File: config.mk
export PLATFORM = sky130hd
export DESIGN_NAME = ysyx_22040237_mem_arb
export DESIGN_NICKNAME = d
export VERILOG_FILES = /design/src/rtl/ysyx_22040237_mem_arb.sv
export SDC_FILE = /design/constraint.sdc
export NUM_CORES = 1
export LEC_CHECK = 0
export CAP_MARGIN = 10
export CORE_AREA = 2 2 213 215
export DETAILED_ROUTE_END_ITERATION = 8
export DIE_AREA = 0 0 215 217
export PLACE_DENSITY = 0.59
export SLEW_MARGIN = 20
export SYNTH_ARGS = -nofsm -noshare
export SYNTH_HDL_FRONTEND = slang
export SYNTH_SLANG_ARGS = --single-unit
File: constraint.sdc
create_clock -name clk -period 3.25 [get_ports clk]
set_clock_uncertainty 0.15 [all_clocks]
set_input_delay 0.65 -clock clk [delete_from_list [all_inputs] [get_ports clk]]
set_output_delay 0.65 -clock clk [all_outputs]
set_load 0.005 [all_outputs]
File: src/rtl/ysyx_22040237_mem_arb.sv
// Shares one memory port between IFU and LSU (LSU has fixed priority), one transaction in flight.
// Request seen on mem_* one cycle after the handshake; response returned one cycle after mem_resp_valid_i.
module ysyx_22040237_mem_arb #(
    parameter int ADDR_W  = 64,
    parameter int DATA_W  = 64,
    parameter int TIMEOUT = 255
) (
    input  logic                clk,
    input  logic                rst,
    input  logic                ifu_req_valid_i,
    output logic                ifu_req_ready_o,
    input  logic [ADDR_W-1:0]   ifu_addr_i,
    output logic                ifu_resp_valid_o,
    output logic [DATA_W-1:0]   ifu_rdata_o,
    input  logic                lsu_req_valid_i,
    output logic                lsu_req_ready_o,
    input  logic [ADDR_W-1:0]   lsu_addr_i,
    input  logic                lsu_wen_i,
    input  logic [DATA_W-1:0]   lsu_wdata_i,
    input  logic [DATA_W/8-1:0] lsu_wmask_i,
    output logic                lsu_resp_valid_o,
    output logic [DATA_W-1:0]   lsu_rdata_o,
    output logic                mem_req_valid_o,
    input  logic                mem_req_ready_i,
    output logic [ADDR_W-1:0]   mem_addr_o,
    output logic                mem_wen_o,
    output logic [DATA_W-1:0]   mem_wdata_o,
    output logic [DATA_W/8-1:0] mem_wmask_o,
    input  logic                mem_resp_valid_i,
    input  logic [DATA_W-1:0]   mem_rdata_i,
    output logic                err_o
);
    localparam int MW = DATA_W / 8;
    localparam int CW = $clog2(TIMEOUT + 1);

    typedef enum logic [2:0] {
        S_IDLE,
        S_REQ,
        S_WAIT,
        S_RESP,
        S_ERR
    } state_t;

    state_t            state_q, state_d;
    logic              owner_lsu_q, owner_lsu_d;
    logic [ADDR_W-1:0] addr_q, addr_d;
    logic              wen_q, wen_d;
    logic [DATA_W-1:0] wdata_q, wdata_d;
    logic [MW-1:0]     wmask_q, wmask_d;
    logic [CW-1:0]     cnt_q, cnt_d;
    logic [DATA_W-1:0] ifu_rdata_q, ifu_rdata_d;
    logic [DATA_W-1:0] lsu_rdata_q, lsu_rdata_d;

    always_comb begin
        state_d     = state_q;
        owner_lsu_d = owner_lsu_q;
        addr_d      = addr_q;
        wen_d       = wen_q;
        wdata_d     = wdata_q;
        wmask_d     = wmask_q;
        cnt_d       = cnt_q;
        ifu_rdata_d = ifu_rdata_q;
        lsu_rdata_d = lsu_rdata_q;
        case (state_q)
            S_IDLE: begin
                if (lsu_req_valid_i) begin
                    owner_lsu_d = 1'b1;
                    addr_d      = lsu_addr_i;
                    wen_d       = lsu_wen_i;
                    wdata_d     = lsu_wdata_i;
                    wmask_d     = lsu_wmask_i;
                    state_d     = S_REQ;
                end else if (ifu_req_valid_i) begin
                    // Fetches are always reads; clear the write payload so nothing stale leaks out.
                    owner_lsu_d = 1'b0;
                    addr_d      = ifu_addr_i;
                    wen_d       = 1'b0;
                    wdata_d     = '0;
                    wmask_d     = '0;
                    state_d     = S_REQ;
                end
            end
            S_REQ: begin
                if (mem_req_ready_i) begin
                    cnt_d   = '0;
                    state_d = S_WAIT;
                end
            end
            S_WAIT: begin
                if (mem_resp_valid_i) begin
                    if (owner_lsu_q) lsu_rdata_d = mem_rdata_i;
                    else             ifu_rdata_d = mem_rdata_i;
                    state_d = S_RESP;
                end else if (cnt_q == CW'(TIMEOUT - 1)) begin
                    state_d = S_ERR;
                end else begin
                    cnt_d = cnt_q + CW'(1);
                end
            end
            S_RESP:  state_d = S_IDLE;
            S_ERR:   state_d = S_ERR;
            default: state_d = S_IDLE;
        endcase
    end

    always_ff @(posedge clk) begin
        if (rst) begin
            state_q     <= S_IDLE;
            owner_lsu_q <= 1'b0;
            addr_q      <= '0;
            wen_q       <= 1'b0;
            wdata_q     <= '0;
            wmask_q     <= '0;
            cnt_q       <= '0;
            ifu_rdata_q <= '0;
            lsu_rdata_q <= '0;
        end else begin
            state_q     <= state_d;
            owner_lsu_q <= owner_lsu_d;
            addr_q      <= addr_d;
            wen_q       <= wen_d;
            wdata_q     <= wdata_d;
            wmask_q     <= wmask_d;
            cnt_q       <= cnt_d;
            ifu_rdata_q <= ifu_rdata_d;
            lsu_rdata_q <= lsu_rdata_d;
        end
    end

    assign lsu_req_ready_o  = (state_q == S_IDLE);
    assign ifu_req_ready_o  = (state_q == S_IDLE) && !lsu_req_valid_i;
    assign mem_req_valid_o  = (state_q == S_REQ);
    assign mem_addr_o       = mem_req_valid_o ? addr_q  : '0;
    assign mem_wen_o        = mem_req_valid_o ? wen_q   : 1'b0;
    assign mem_wdata_o      = mem_req_valid_o ? wdata_q : '0;
    assign mem_wmask_o      = mem_req_valid_o ? wmask_q : '0;
    assign ifu_resp_valid_o = (state_q == S_RESP) && !owner_lsu_q;
    assign lsu_resp_valid_o = (state_q == S_RESP) &&  owner_lsu_q;
    assign ifu_rdata_o      = ifu_rdata_q;
    assign lsu_rdata_o      = lsu_rdata_q;
    assign err_o            = (state_q == S_ERR);

endmodule

==> results.md <==
* Area share of the largest cell type after synthesis at 47.7%
* R2R setup slack at 1.04 ns
* HP Class: reg -> reg
* Hold_sp: lsu_rdata_o[34]$_SDFFE_PP0P_
* I/O Buffers at 541
* Delay-heaviest family, CP: buffers and inverters
* CTS H-Tree Depth at 2
* Worst slew pin tran at 1.02 ns
* Worst Path Arrival at 2.36 ns
* Initial core utilization at 26.0%
* Num Clock Sinks at 277
* Layout Area Growth over Synthesis at 61.7%
* Antenna violations before repair at 1
* CTS tree: built
* Global route overflow at 0
* Die height at 217 µm
* CP Buf/Inv Count at 3
* Setup slack after placement at 0.628 ns
* Yosys Warn Count at 0
* Share of cells above drive strength 1 at 9.16%
* Post-Synthesis Cells at 1320
* Reg2reg start: state_q[2]$_SDFFE_PP0P_
* GRT Util Overall at 17.4%
* Die area at 46700 µm²
* Post-synth design cell area at 11600 µm²
* Commonest non-fill, non-tap cells in the layout: 539 x clkdlybuf4s50_1, 277 x dfxtp_1, 264 x nand2_1
* Vias in the first global route at 10800
* CP Class: reg -> out
* I/O pin count at 542
* Switch share at 29.7%
* Hold endpoint: lsu_rdata_o[34]$_SDFFE_PP0P_
* Die Span X at 215 µm
* Fin crit share at 97.1%
* Endpoints failing hold at 0
* CP max-delay cell: clkdlybuf4s50_1
* Max-Cap Viols at 0
* Placed Cells incl. Taps at 2377
* # DRC at 0
* Core ar. at 44700 µm²
* Final Critical Period at 3.16 ns
* Non-Filler Instances at 2446
* First-pass GRT wire length at 64.2 mm
* Leakage at 0.00675 µW
* Clock share of power at 36.4%
* Vias per cell at 4.48
* Sequential area share after synthesis at 47.7%
* R2R cell count at 6
* Run status: complete, no violations
* CP startpoint kind: flip-flop
* Syn_area_per_cell at 8.80 µm²
* Num rows at 78
* Most common cell after layout, fill and taps aside: clkdlybuf4s50_1
* Clk pin slew, worst setup/hold paths at 0.06 ns
* Number of routed nets with antenna violations at 0
* DRT Wirelength at 42.7 mm
* NumNets Final at 2092
* Int Pwr at 7560 µW
* Synth top area cells: dfxtp_1 48%, nand2_1 8.5%, and2_1 7.5%
* Power Density at 573 nW/µm²
* Final GP Congestion at 0.858
* Reg-to-Reg End: wdata_q[55]$_SDFFE_PP0P_
* F_max at 0.317 GHz
* Rel. slew slack at 32.1%
* Count of cell types in the netlist at 43
* # setup viols final at 0
* Part of the power in combinational logic at 26.3%
* Yosys top cell by area: dfxtp_1
* Clk buf depth at 3
* CTS root buf: clkbuf_16
* Num CTS Buffers at 35
* Final setup slack of the worst path at 0.0943 ns
* Worst-path fanout max at 41
* Synthesized Nets at 1593
* Drt first pass iters at 5
* Part of the power in registers at 37.3%
* Pins Over Slew Limit at 0
* Hold path depth at 2
* WL per Instance at 17.4 µm
* Drt initial violations at 559
* Clock Latency Late Sink at 0.54 ns
* Peak VDD IR at 0.368 mV
* CP cell instances: nor3b_4 -> buf_4 -> buf_6 -> and2_1 -> clkdlybuf4s50_1
* Critical Path Sink Type: output port
* Sw Pwr at 3200 µW
* Largest net degree at the start of global routing at 90
* Vias at 11000
* Post-DP HPWL at 30.2 mm
* Critical Path RT at 2.45 ns
* Crit-path max cell delay at 0.51 ns
* Seq cells post-synth at 277
[metrics by stage]
stage                     hold slack (ns)  util (%)  total power (µW)  setup TNS (ns)  cell area, µm²
after floorplan                     0.303         -              5630               0           11600
after CTS                           0.303      41.9             10900               0           18700
after detailed placement            0.296      39.3              6870               0           17600
after global placement              0.291      39.3              6830               0           17600
after global routing                0.317      42.0             11300          -0.106           18800
final                               0.301      42.0             10800               0           18800
[worst max-delay path by stage]
stage | startpoint | end | slack, ns | cells after the start
6_report | state_q[2]$_SDFFE_PP0P_ | mem_addr_o[46] | 0.09 | 5
3_5_place_dp | mem_resp_valid_i | ifu_rdata_o[31]$_SDFFE_PP0P_ | 0.63 | 6
5_1_grt | state_q[2]$_SDFFE_PP0P_ | mem_addr_o[51] | -0.01 | 5
3_3_place_gp | mem_resp_valid_i | ifu_rdata_o[59]$_SDFFE_PP0P_ | 0.64 | 6
2_1_floorplan | lsu_req_valid_i | ifu_req_ready_o | 1.05 | 4
4_1_cts | state_q[2]$_SDFFE_PP0P_ | mem_addr_o[57] | 0.07 | 4
[sequential cells by signal, summed over array words and instances (netlist names)]
signal	count
addr_q	64
ifu_rdata_o	64
lsu_rdata_o	64
wdata_q	64
cnt_q	8
wmask_q	8
state_q	3
owner_lsu_q	1
wen_q	1
[worst reg2reg max path: cells and delay by family (launching register included)]
kind	cells	cell delay [ns]
flip-flops	1	0.41
buffers and inverters	2	0.46
AND/OR/NAND/NOR	3	1.03
AO/OA/AOI/OAI	1	0.07
[Yosys cell counts (all sizes together)]
cell and instances:
mux2i 64, or3 2, nor4b 1, a2111oi 2, nor3 1, xnor2 1
and3 4, xor2 3, dfxtp 277, nand2 264, a21oi 134, buf 51
nand4 1, or3b 2, nor3b 2, nor2b 2, inv 2, nand4bb 1
and2 139, a211oi 65, o21ai 3, clkbuf 59, nand3 5, mux2 1
nand2b 4, ha 2, o2111ai 2, a22oi 73, or2 1, a311oi 1
nor2 150, o211ai 1
[power groups by stage]
stage          clock network (µW)  registers, µW  logic (µW)
3_3_place_gp                    0           4070        2760
6_report                     3910           4010        2830
5_1_grt                      4190           4060        3090
2_1_floorplan                   0           4020        1610
4_1_cts                      4050           4020        2800
3_5_place_dp                    0           4090        2790
[cell type report]
cell class,instances,area (µm²)
fill,4469,25900
antenna,1,2.50
tap,600,751
timing repair buffer,572,5840
clock inverter,16,175
clock buffer,47,982
inverter,2,7.51
sequential,277,5550
multi-input combinational,931,5480
[routing by layer]
| layer | vias up | track usage, % | wire, µm |
|---|---|---|---|
| met5 | - | 0 | 0 |
| met4 | 0 | 5.26 | 935 |
| met3 | 55 | 5.14 | 2920 |
| met2 | 329 | 30.2 | 20900 |
| met1 | 5137 | 20.7 | 18000 |
| li1 | 5439 | - | - |
[cells by family (layout without fill, tap and decap cells)]
family          count (synthesis)  in the layout  synth area share (%)
other cells                     0              1                     0
flops                         277            277                  47.7
simple gates                  579            579                  22.6
buf+inv                       112            637                  5.40
compound gates                281            281                  18.1
fa+ha+maj                       2              2                 0.215
xor+xnor                        4              4                 0.302
mux                            65             65                  5.61
[what timing repair did]
item | CTS | global route
hold buffers | 0 | 0
gates resized for setup | 0 | 1
setup endpoints to repair | 0 | 1
setup buffers | 0 | 3
(Power assumes the default switching activity.)
